$ cat src/rtl/cpu_port_responder_if.sv
// Host-side stream bundle: capture FIFO output stream and p2 load stream.
interface cpu_port_responder_if;
  localparam int unsigned DW = 16;

  logic [DW-1:0] out_data;
  logic          out_valid;
  logic          out_ready;
  logic [DW-1:0] in_data;
  logic          in_valid;
  logic          in_ready;

  // Responder side
  modport slave (
    output out_data, out_valid, in_ready,
    input  out_ready, in_data, in_valid
  );

  // Host side
  modport master (
    input  out_data, out_valid, in_ready,
    output out_ready, in_data, in_valid
  );
endinterface

$ cat src/rtl/cpu_port_responder.sv
// CPU port responder: captures p1 changes into a FIFO for the host, loads p2
// from the host, and watches the program counter for a breakpoint address.
module cpu_port_responder #(
  parameter int unsigned DEPTH = 8
) (
  input  logic                  clk,
  input  logic                  rst,
  input  logic [15:0]           p1,
  input  logic [15:0]           pc,
  output logic [15:0]           p2,
  input  logic [15:0]           brk_addr,
  input  logic                  brk_en,
  output logic                  brk_hit,
  output logic [7:0]            hit_count,
  output logic                  ovf,
  cpu_port_responder_if.slave   host
);

  localparam int unsigned DW    = 16;
  localparam int unsigned HW    = 8;
  localparam int unsigned PTR_W = $clog2(DEPTH);
  localparam int unsigned CNT_W = $clog2(DEPTH + 1);

  logic [DW-1:0]    mem_q [DEPTH];
  logic [PTR_W-1:0] wr_ptr_q, wr_ptr_d;
  logic [PTR_W-1:0] rd_ptr_q, rd_ptr_d;
  logic [CNT_W-1:0] count_q, count_d;
  logic             out_valid_q, out_valid_d;
  logic             ovf_q, ovf_d;
  logic [DW-1:0]    last_p1_q, last_p1_d;
  logic [DW-1:0]    last_pc_q, last_pc_d;
  logic [DW-1:0]    p2_q, p2_d;
  logic             brk_hit_q, brk_hit_d;
  logic [HW-1:0]    hit_count_q, hit_count_d;

  logic push, pop, full, wr_en, fetch;

  // Next-state logic for FIFO bookkeeping, p2 load and breakpoint watch
  always_comb begin
    wr_ptr_d    = wr_ptr_q;
    rd_ptr_d    = rd_ptr_q;
    count_d     = count_q;
    ovf_d       = ovf_q;
    p2_d        = p2_q;
    hit_count_d = hit_count_q;
    last_p1_d   = p1;
    last_pc_d   = pc;

    push  = (p1 != last_p1_q);
    pop   = out_valid_q & host.out_ready;
    full  = (count_q == CNT_W'(DEPTH));
    // A full FIFO still accepts a push when a pop frees a slot on the same edge
    wr_en = push & (~full | pop);

    // Pointers wrap naturally since DEPTH is a power of two
    if (wr_en) wr_ptr_d = wr_ptr_q + PTR_W'(1);
    if (pop)   rd_ptr_d = rd_ptr_q + PTR_W'(1);

    if (wr_en && !pop)      count_d = count_q + CNT_W'(1);
    else if (!wr_en && pop) count_d = count_q - CNT_W'(1);

    if (push && full && !pop) ovf_d = 1'b1;

    out_valid_d = (count_d != '0);

    if (host.in_valid) p2_d = host.in_data;

    fetch     = (pc != last_pc_q);
    brk_hit_d = brk_en & fetch & (pc == brk_addr);
    if (brk_hit_d && (hit_count_q != {HW{1'b1}})) hit_count_d = hit_count_q + HW'(1);
  end

  // State registers with synchronous reset
  always_ff @(posedge clk) begin
    if (rst) begin
      wr_ptr_q    <= '0;
      rd_ptr_q    <= '0;
      count_q     <= '0;
      out_valid_q <= 1'b0;
      ovf_q       <= 1'b0;
      last_p1_q   <= '0;
      last_pc_q   <= '0;
      p2_q        <= '0;
      brk_hit_q   <= 1'b0;
      hit_count_q <= '0;
    end else begin
      wr_ptr_q    <= wr_ptr_d;
      rd_ptr_q    <= rd_ptr_d;
      count_q     <= count_d;
      out_valid_q <= out_valid_d;
      ovf_q       <= ovf_d;
      last_p1_q   <= last_p1_d;
      last_pc_q   <= last_pc_d;
      p2_q        <= p2_d;
      brk_hit_q   <= brk_hit_d;
      hit_count_q <= hit_count_d;
    end
  end

  // FIFO storage; contents need no reset since count gates visibility
  always_ff @(posedge clk) begin
    if (!rst && wr_en) mem_q[wr_ptr_q] <= p1;
  end

  assign host.out_data  = mem_q[rd_ptr_q];
  assign host.out_valid = out_valid_q;
  assign host.in_ready  = ~rst;
  assign p2             = p2_q;
  assign brk_hit        = brk_hit_q;
  assign hit_count      = hit_count_q;
  assign ovf            = ovf_q;

endmodule

$ cat src/flat_wrapper.sv
// flat-port wrapper written by rule: the top's interface ports become plain ports
module cpu_port_responder_flat 
#(
  parameter int unsigned DEPTH = 8
)
  (clk, rst, p1, pc, p2, brk_addr, brk_en, brk_hit, hit_count, ovf, host_out_data, host_out_valid, host_in_ready, host_out_ready, host_in_data, host_in_valid);
  cpu_port_responder_if host_i ();
  input  logic clk;
  input  logic rst;
  input  logic [15:0] p1;
  input  logic [15:0] pc;
  output logic [15:0] p2;
  input  logic [15:0] brk_addr;
  input  logic brk_en;
  output logic brk_hit;
  output logic [7:0] hit_count;
  output logic ovf;
  output wire logic [$bits(host_i.out_data)-1:0] host_out_data;
  output wire logic [$bits(host_i.out_valid)-1:0] host_out_valid;
  output wire logic [$bits(host_i.in_ready)-1:0] host_in_ready;
  input wire logic [$bits(host_i.out_ready)-1:0] host_out_ready;
  input wire logic [$bits(host_i.in_data)-1:0] host_in_data;
  input wire logic [$bits(host_i.in_valid)-1:0] host_in_valid;
  assign host_out_data = host_i.out_data;
  assign host_out_valid = host_i.out_valid;
  assign host_in_ready = host_i.in_ready;
  assign host_i.out_ready = host_out_ready;
  assign host_i.in_data = host_in_data;
  assign host_i.in_valid = host_in_valid;
  cpu_port_responder #(.DEPTH(DEPTH)) u_core (.clk(clk), .rst(rst), .p1(p1), .pc(pc), .p2(p2), .brk_addr(brk_addr), .brk_en(brk_en), .brk_hit(brk_hit), .hit_count(hit_count), .ovf(ovf), .host(host_i));
endmodule
$ cat config.mk
export PLATFORM = sky130hd
export DESIGN_NAME = cpu_port_responder_flat
export DESIGN_NICKNAME = d
export VERILOG_FILES = /design/src/rtl/cpu_port_responder_if.sv /design/src/rtl/cpu_port_responder.sv /design/src/flat_wrapper.sv
export SDC_FILE = /design/constraint.sdc
export NUM_CORES = 1
export LEC_CHECK = 0
export ABC_AREA = 0
export CAP_MARGIN = 20
export CORE_UTILIZATION = 58
export DETAILED_ROUTE_END_ITERATION = 6
export PLACE_DENSITY = 0.84
export SLEW_MARGIN = 15
export SYNTH_ARGS = -nofsm -noshare
export SYNTH_HDL_FRONTEND = slang
export SYNTH_SLANG_ARGS = --single-unit
$ cat constraint.sdc
create_clock -name clk -period 8.25 [get_ports clk]
set_input_delay 1.2375 -clock clk [delete_from_list [all_inputs] [get_ports clk]]
set_output_delay 1.2375 -clock clk [all_outputs]
set_load 0.1 [all_outputs]
==> run summary, run 1 <==
outcome = finished, final reports clean
Inserted Diodes = 0
Post-CTS Hold Buffers = 0
I/O Pins = 113
Final nets = 706
clk_skew = 0.00702 ns
most common cell after layout, fill and taps aside = edfxtp_1
DRT Wirelength = 15000 um
largest cells by area after synthesis = edfxtp_1 (48%), dfxtp_1 (18%), mux4_2 (9.1%), xor2_1 (3.8%), nor2b_1 (2.5%)
leakage power = 3.36 nW
# setup viols final = 0
Yosys top cell area share = 0.484
Core ar. = 13300 um^2
share of post-route cells with drive strength above 1 = 0.163
Fill cells = 825
clock latency on the worst-skew pair = 0.43 ns
area taken by multi-input logic gates = 2570 um^2
TritonCTS clock tree = done
Post-CTS Resized = 0
register area share after synthesis = 0.666
Worst Hold Class = flip-flop to flip-flop
final worst slack = 3.68 ns
Synth cell types = 36
Starting DRT DRC Count = 255
cell taking the most area after synthesis = edfxtp_1
die area = 14200 um^2
RSZ-0062 raised after global routing = false
largest net degree at the start of global routing = 75
clock sinks = 200
Layout area overhead = 24.1%
Placer Congestion = 0.798
CP required = 7.01 ns
drt drc = 0
Relative slew margins = 0.260
R2R Setup Slk = 5.55 ns
synth warn = 0
crit path capture type = primary output
Syn Nets = 591
IO buf count = 112
minimum clock period = 4.57 ns
Reg2Reg Capture Point = u_core.mem_q[1][10]
Initial Util = 0.597
Avg WL per Cell = 18.3 um
row count = 42
CTS root buffer = clkbuf_16
commonest cells after routing, fill and taps aside = edfxtp_1 (128), clkdlybuf4s50_1 (111), dfxtp_1 (70)
max-cap violations = 0
post-detail-place hpwl = 9600 um
Max Clk Rate = 219 MHz
Post-Syn Area = 7930 um^2
Worst Path Class, Setup = flip-flop to primary output
R2R Path Start = u_core.last_p1_q[4]
total number of vias = 4596
Slew Limit Fails = 0
Post-DRT Antenna Nets = 0
post-CTS setup buffers = 0
Post-Syn Instances = 516
initial antenna violation count = 0
Place WS = 3.87 ns
critical path launch point type = flip-flop
Hold Vio Cnt, Final = 0
FF-to-FF path depth = 6
power density cells = 242 nW/um^2
crit path to = host_out_data[15]
CTS H-tree lvls = 4
chip height = 119 um
Seq cells post-synth = 200
VDD IR-drop max = 156 uV
CTS clock-pin slew for the worst setup and hold paths = 0.07 ns
GRT overflow = 0
worst-path fanout max = 20
Worst-Margin Slew = 1.11 ns
Mean Syn Cell Area = 15.4 um^2
first-pass GRT wire length = 24300 um
vias in the first global route = 4782
TritonCTS Buffers = 17
setup TNS = 0 ns
Total GRT Usage = 0.226
CTS Buffer Depth = 2
crit path DAT = 3.33 ns
die width = 119 um
routed vias/inst = 5.60
drt pass-1 iters = 5
Seq. cell area = 5290 um^2
Tcrit/Tclk final = 0.554
metrics by stage:
stage	hold WS [ns]	std cells	power (mW)	area, um^2	util
6_report	0.486	820	2.38	9850	0.741
5_1_grt	0.529	820	2.46	9850	0.741
4_1_cts	0.495	818	2.40	9820	0.738
3_5_place_dp	0.474	786	1.63	9260	0.696
3_3_place_gp	0.455	786	1.62	9260	0.696
2_1_floorplan	0.454	516	1.50	7930	-
cell usage after synthesis:
cell type and n:
a2111o_1 1, a21bo_2 1, a21oi_1 9, a31o_2 3
and2_1 2, and3_1 5, buf_1 7, clkbuf_1 16
dfxtp_1 72, edfxtp_1 128, ha_1 6, inv_1 8
mux2_2 17, mux2i_1 19, mux4_2 32, nand2_1 13
nand3_1 8, nand3b_1 2, nand4_1 10, nor2_1 39
nor2b_1 32, nor3_1 7, nor4_1 8, nor4_2 1
nor4_4 1, nor4b_1 2, o211ai_1 3, o21a_1 1
o21ai_0 2, o31ai_1 1, or2_2 1, or3_1 1
or4_1 1, or4_4 1, xnor2_1 22, xor2_1 34
sequential cells by signal, indices dropped and copies added, names as in the netlist, 3 cells and up, named ones only:
register / count
u_core.mem_q: 128
u_core.last_p1_q: 16
u_core.last_pc_q: 16
u_core.p2: 16
u_core.hit_count: 8
u_core.count_q: 4
u_core.rd_ptr_q: 3
u_core.wr_ptr_q: 3
logic make-up (layout without fill, tap and decap cells):
logic type               count (synthesis)  in the layout  share of synthesized area
buffers and inverters                   31            159                     0.0147
adder cells (fa/ha/maj)                  6              6                    0.00946
AND/OR/NAND/NOR                        134            134                     0.0913
AO/OA/AOI/OAI                           21             21                     0.0177
flip-flops                             200            200                      0.666
XOR/XNOR                                56             56                     0.0618
multiplexers                            68             68                      0.139
report_power, final:
part,switching [mW],internal (mW)
registers,0.0359,1.11
clock network,0.355,0.417
logic,0.295,0.176
total,0.685,1.70
worst min path at each step:
stage	cells after the start	from	endpoint	slack [ns]
5_1_grt	2	u_core.ovf	u_core.ovf	0.53
2_1_floorplan	2	u_core.rd_ptr_q[1]	flip-flop	0.45
3_3_place_gp	2	u_core.rd_ptr_q[1]	flip-flop	0.45
6_report	2	u_core.ovf	u_core.ovf	0.49
3_5_place_dp	2	u_core.ovf	u_core.ovf	0.47
4_1_cts	2	u_core.ovf	u_core.ovf	0.49
worst max-delay path: stages, from the launching register on:
cell             delay [ns]
dfxtp_2                0.61
buf_4                  0.46
mux4_2                 0.57
mux2_2                 0.29
clkdlybuf4s50_1        0.97
routing by layer:
| metal | global-route usage | vias to the layer above | share of wire |
|---|---|---|---|
| met3 | 0.0594 | 25 | 0.059 |
| met5 | 0 | - | 0 |
| met4 | 0.0831 | 0 | 0.017 |
| met1 | 0.293 | 2274 | 0.43 |
| li1 | - | 2133 | - |
| met2 | 0.368 | 164 | 0.50 |
area by class of cell:
type / count / share of cell area
Timing Repair Buffer: 119 / 0.120
Tap cell: 176 / 0.0224
Multi-Input combinational cell: 285 / 0.261
Clock buffer: 18 / 0.0436
Inverter: 8 / 0.00305
Sequential cell: 200 / 0.537
Clock inverter: 14 / 0.0128
(Power assumes the default switching activity.)
==> inputs of run 2 (changes only) <==
--- a/config.mk
+++ b/config.mk
@@ -7,9 +7,9 @@
 export LEC_CHECK = 0
 export ABC_AREA = 0
 export CAP_MARGIN = 20
-export CORE_UTILIZATION = 58
+export CORE_UTILIZATION = 49
 export DETAILED_ROUTE_END_ITERATION = 6
-export PLACE_DENSITY = 0.84
+export PLACE_DENSITY = 0.76
 export SLEW_MARGIN = 15
 export SYNTH_ARGS = -nofsm -noshare
 export SYNTH_HDL_FRONTEND = slang
==> constraint.sdc (replaced) <==
create_clock -name clk -period 3.9 [get_ports clk]
set_input_delay 0.585 -clock clk [delete_from_list [all_inputs] [get_ports clk]]
set_output_delay 0.585 -clock clk [all_outputs]
set_load 0.1 [all_outputs]
==> run summary, run 2 (synthesized netlist as in run 1, its figures left out) <==
vias in the first global route = 4597 (was 4782)
Relative slew margins = 0.319 (was 0.260)
CP delay by family, top = multiplexers (was buffers and inverters)
critical path launch point type = flip-flop (unchanged)
row count = 46 (was 42)
TritonCTS clock tree = done (unchanged)
leakage power = 3.46 nW (was 3.36 nW)
Core ar. = 15800 um^2 (was 13300 um^2)
# setup viols final = 0 (unchanged)
largest net degree at the start of global routing = 54 (was 75)
clock latency on the worst-skew pair = 0.42 ns (was 0.43 ns)
Inserted Diodes = 0 (unchanged)
Layout area overhead = 25.4% (was 24.1%)
Starting DRT DRC Count = 181 (was 255)
Max Clk Rate = 336 MHz
DRT Wirelength = 14800 um (was 15000 um)
drt drc = 0 (unchanged)
CTS H-tree lvls = 4 (unchanged)
Worst-Margin Slew = 1.02 ns (was 1.11 ns)
GRT overflow = 0 (unchanged)
Worst Path Buf+Inv = 2 (unchanged)
Worst Hold Class = flip-flop to flip-flop (unchanged)
max-cap violations = 0 (unchanged)
RSZ-0062 raised after global routing = false (unchanged)
Hold Vio Cnt, Final = 0 (unchanged)
most frequent CP cell = buf_4
crit path capture type = primary output (unchanged)
Tcrit/Tclk final = 0.764
area taken by multi-input logic gates = 2560 um^2 (was 2570 um^2)
worst-path fanout max = 32 (was 20)
Initial Util = 0.501 (was 0.597)
die width = 129 um (was 119 um)
clock sinks = 200 (unchanged)
most common cell after layout, fill and taps aside = edfxtp_1 (unchanged)
Post-DRT Antenna Nets = 0 (unchanged)
Slew Limit Fails = 0 (unchanged)
chip height = 129 um (was 119 um)
share of post-route cells with drive strength above 1 = 0.192 (was 0.163)
die area = 16700 um^2 (was 14200 um^2)
Placer Congestion = 0.817 (was 0.798)
drt pass-1 iters = 4 (was 5)
Placed Cells = 836 (was 786)
minimum clock period = 2.98 ns
max FFs per register = 128 (unchanged)
Fill cells = 1148 (was 825)
outcome = finished, final reports clean (unchanged)
CP max stage cell = mux4_2 (was clkdlybuf4s50_1)
CP required = 3.31 ns (was 7.01 ns)
crit path DAT = 2.39 ns (was 3.33 ns)
I/O Pins = 113 (unchanged)
Post-CTS Resized = 0 (unchanged)
post-CTS setup buffers = 0 (unchanged)
power density cells = 522 nW/um^2 (was 242 nW/um^2)
Post-CTS Hold Buffers = 0 (unchanged)
VDD IR-drop max = 322 uV (was 156 uV)
Total GRT Usage = 0.189 (was 0.226)
CTS root buffer = clkbuf_16 (unchanged)
CTS Buffer Depth = 2 (unchanged)
CTS clock-pin slew for the worst setup and hold paths = 0.07 ns (about the same)
Critical Path Max Stage Delay = 0.61 ns (was 0.97 ns)
Avg WL per Cell = 17.0 um (was 18.3 um)
clk_skew = 0.00820 ns (was 0.00702 ns)
total number of vias = 4582 (was 4596)
Worst Path Class, Setup = flip-flop to primary output (unchanged)
routed vias/inst = 5.28 (was 5.60)
Largest Register = u_core.mem_q (unchanged)
setup TNS = 0 ns (unchanged)
Seq. cell area = 5290 um^2 (about the same)
first-pass GRT wire length = 23700 um (was 24300 um)
non-filler instance count after layout = 868 (was 820)
IO buf count = 112 (unchanged)
initial antenna violation count = 0 (unchanged)
post-detail-place hpwl = 9730 um (was 9600 um)
CP Cell Sequence = buf_4 > mux4_2 > mux2_2 > buf_4 (was buf_4 > mux4_2 > mux2_2 > clkdlybuf4s50_1)
TritonCTS Buffers = 17 (unchanged)
Final nets = 714 (was 706)
commonest cells after routing, fill and taps aside = edfxtp_1 (128), clkdlybuf4s50_1 (94), dfxtp_1 (71) (was edfxtp_1 (128), clkdlybuf4s50_1 (111), dfxtp_1 (70))
## run 2: changes by cell type in the layout (fill, tap and decap cells not counted), moves of 3 or more
| cell | delta |
|---|---|
| inv_8 | +3 |
| nor2_2 | -3 |
| clkinv_2 | -3 |
| clkdlybuf4s50_1 | -17 |
| buf_4 | +27 |
| nor2_1 | +3 |
## run 2: power by group
group | switching [mW] | internal, mW | leakage, nW | total, mW
clock network | 0.770 | 1.02 | 0.291 | 1.79
logic | 0.648 | 0.363 | 1.41 | 1.01
registers | 0.0484 | 2.34 | 1.76 | 2.39
total | 1.47 | 3.73 | 3.46 | 5.19
## run 2: per-stage QoR
step	total power [mW]	cell area [um^2]	util	hold slack [ns]	setup WS, ns
6_report	5.19	9950	0.629	0.487	0.922
2_1_floorplan	3.17	7940	-	0.454	0.104
3_3_place_gp	3.43	9340	0.590	0.467	0.680
4_1_cts	5.25	9950	0.629	0.487	0.843
3_5_place_dp	3.45	9340	0.590	0.459	0.637
5_1_grt	5.38	9950	0.629	0.502	0.759
## run 2: path summary, 6_finish.rpt
kind	start	endpoint	slack, ns	depth (start not counted)
max	flip-flop	host_out_data[10]	0.92	4
min reg2reg	u_core.ovf	u_core.ovf	0.49	2
max reg2reg	u_core.count_q[0]	u_core.mem_q[3][0]	1.32	7
min	u_core.ovf	u_core.ovf	0.49	2
## run 2: area by class of cell
cell class / count / area share
multi-input combinational: 285 / 0.258
inverter: 8 / 0.00302
timing repair buffer: 127 / 0.119
sequential: 200 / 0.531
tap: 216 / 0.0272
clock buffer: 17 / 0.0428
clock inverter: 15 / 0.0190
## run 2: per-layer routing
metal / share of wire / routed length (um) / GRT usage / vias to the layer above
li1: - / - / - / 2151
met1: 0.43 / 6350 / 0.238 / 2280
met2: 0.51 / 7470 / 0.326 / 135
met3: 0.053 / 782 / 0.0429 / 16
met4: 0.013 / 189 / 0.0554 / 0
met5: 0 / 0 / 0 / -
## run 2: tightest hold or removal path, stage by stage, from the launching register on
cell and delay (ns):
dfxtp_1 0.34, a21oi_1 0.04, nor2_1 0.07
==> inputs of run 3 (changes only) <==
==> constraint.sdc (replaced) <==
create_clock -name clk -period 2.65 [get_ports clk]
set_input_delay 0.3975 -clock clk [delete_from_list [all_inputs] [get_ports clk]]
set_output_delay 0.3975 -clock clk [all_outputs]
set_load 0.1 [all_outputs]
==> run summary, run 3 (synthesized netlist as in run 1, its figures left out) <==
commonest cells after routing, fill and taps aside = edfxtp_1 (128), dfxtp_1 (70), clkdlybuf4s50_1 (67) (was edfxtp_1 (128), clkdlybuf4s50_1 (94), dfxtp_1 (71))
DRT Wirelength = 15700 um (was 14800 um)
CP delay by family, top = multiplexers (unchanged)
max FFs per register = 128 (unchanged)
Slew Limit Fails = 0 (unchanged)
clk_skew = 0.00803 ns (was 0.00820 ns)
RSZ-0062 raised after global routing = false (unchanged)
leakage power = 3.69 nW (was 3.46 nW)
post-detail-place hpwl = 10600 um (was 9730 um)
Post-DRT Antenna Nets = 0 (unchanged)
routed vias/inst = 5.26 (was 5.28)
outcome = finished, final reports clean (unchanged)
Worst Hold Class = input port to flip-flop (was flip-flop to flip-flop)
CTS root buffer = clkbuf_16 (unchanged)
total number of vias = 4705 (was 4582)
CTS H-tree lvls = 4 (unchanged)
initial antenna violation count = 0 (unchanged)
Place WS = -0.388 ns (was 0.637 ns)
CTS Buffer Depth = 2 (unchanged)
# setup viols final = 0 (unchanged)
power density cells = 742 nW/um^2 (was 522 nW/um^2)
final worst slack = 0.143 ns (was 0.922 ns)
GRT overflow = 0 (unchanged)
Total GRT Usage = 0.195 (was 0.189)
max-cap violations = 0 (unchanged)
crit path DAT = 2.11 ns (was 2.39 ns)
CP Cell Sequence = buf_12 > mux4_2 > mux2_2 > buf_12 (was buf_4 > mux4_2 > mux2_2 > buf_4)
Tcrit/Tclk final = 0.946
Hold Vio Cnt, Final = 0 (unchanged)
Fill cells = 1127 (was 1148)
CP required = 2.25 ns (was 3.31 ns)
Relative slew margins = 0.405 (was 0.319)
Core ar. = 15800 um^2 (unchanged)
Starting DRT DRC Count = 368 (was 181)
worst-path fanout max = 32 (unchanged)
minimum clock period = 2.51 ns
Placer Congestion = 0.783 (was 0.817)
vias in the first global route = 4752 (was 4597)
I/O Pins = 113 (unchanged)
most frequent CP cell = buf_12 (was buf_4)
Largest Register = u_core.mem_q (unchanged)
post-route cell area = 10300 um^2 (was 9950 um^2)
Inserted Diodes = 0 (unchanged)
Placed Cells = 861 (was 836)
first-pass GRT wire length = 24400 um (was 23700 um)
Worst Path Class, Setup = flip-flop to primary output (unchanged)
die area = 16700 um^2 (unchanged)
die width = 129 um (unchanged)
Max Clk Rate = 399 MHz
CP max stage cell = mux4_2 (unchanged)
CTS clock-pin slew for the worst setup and hold paths = 0.07 ns (about the same)
TritonCTS clock tree = done (unchanged)
Area after DPL = 9740 um^2 (was 9340 um^2)
Worst Path Buf+Inv = 2 (unchanged)
clock sinks = 200 (unchanged)
clock latency on the worst-skew pair = 0.43 ns (was 0.42 ns)
chip height = 129 um (unchanged)
drt drc = 0 (unchanged)
Final nets = 740 (was 714)
Worst-Margin Slew = 0.890 ns (was 1.02 ns)
drt pass-1 iters = 4 (unchanged)
row count = 46 (unchanged)
Avg WL per Cell = 17.5 um (was 17.0 um)
Critical Path Max Stage Delay = 0.57 ns (was 0.61 ns)
TritonCTS Buffers = 17 (unchanged)
share of post-route cells with drive strength above 1 = 0.267 (was 0.192)
most common cell after layout, fill and taps aside = edfxtp_1 (unchanged)
crit path capture type = primary output (unchanged)
VDD IR-drop max = 528 uV (was 322 uV)
IO buf count = 112 (unchanged)
Initial Util = 0.501 (unchanged)
Post-CTS Resized = 0 (unchanged)
non-filler instance count after layout = 894 (was 868)
largest net degree at the start of global routing = 53 (was 54)
Layout area overhead = 30.1% (was 25.4%)
critical path launch point type = flip-flop (unchanged)
run 3: changes by cell type in the layout (fill, tap and decap cells not counted), sizes merged:
cell | before | now
clkbuf | 17 | 18
clkinvlp | 3 | 6
clkdlybuf4s50 | 94 | 67
clkinv | 3 | 5
bufinv | 3 | 1
buf | 33 | 86
inv | 14 | 10
run 3: cell type report:
class	count	area, um^2	area share
Clock inverter	14	125	0.0121
Inverter	8	30.0	0.00291
Timing Repair Buffer	153	1580	0.153
Sequential cell	200	5290	0.512
Tap cell	216	270	0.0262
Clock buffer	18	439	0.0425
Multi-Input combinational cell	285	2580	0.250
run 3: worst min-delay path: stages:
cell	delay [ns]
buf_2	0.13
inv_1	0.10
and3_1	0.15
run 3: path summary, 6_finish.rpt:
path,slack (ns),depth (start not counted),startpoint,end
min,0.40,3,rst,u_core.count_q[1]
min reg2reg,0.50,2,u_core.p2[5],u_core.p2[5]
max reg2reg,0.23,7,u_core.count_q[0],u_core.mem_q[2][14]
max,0.14,4,flip-flop,host_out_data[3]
run 3: power breakdown:
group,switching (mW),internal [mW]
logic,0.996,0.704
clock network,1.12,1.32
registers,0.0766,3.45
run 3: stage by stage:
| step | hold slack (ns) | total power [mW] | utilization | TNS (ns) |
|---|---|---|---|---|
| floorplan | 0.454 | 4.68 | - | 0 |
| global placement | 0.466 | 5.26 | 0.614 | -24.61 |
| detailed placement | 0.476 | 5.30 | 0.615 | -30.89 |
| CTS | 0.372 | 7.73 | 0.651 | 0 |
| global route | 0.413 | 7.93 | 0.652 | 0 |
| finish | 0.401 | 7.66 | 0.652 | 0 |
run 3: layer usage:
| layer | track usage | share of wire |
|---|---|---|
| met1 | 0.239 | 0.42 |
| met2 | 0.339 | 0.51 |
| met3 | 0.0500 | 0.047 |
| met4 | 0.0616 | 0.016 |
| met5 | 0 | 0 |
run 3: repair_timing:
item / CTS / global route
setup buffers: 0 / 1
hold buffers: 0 / 0
endpoints found under the setup margin: 0 / 32
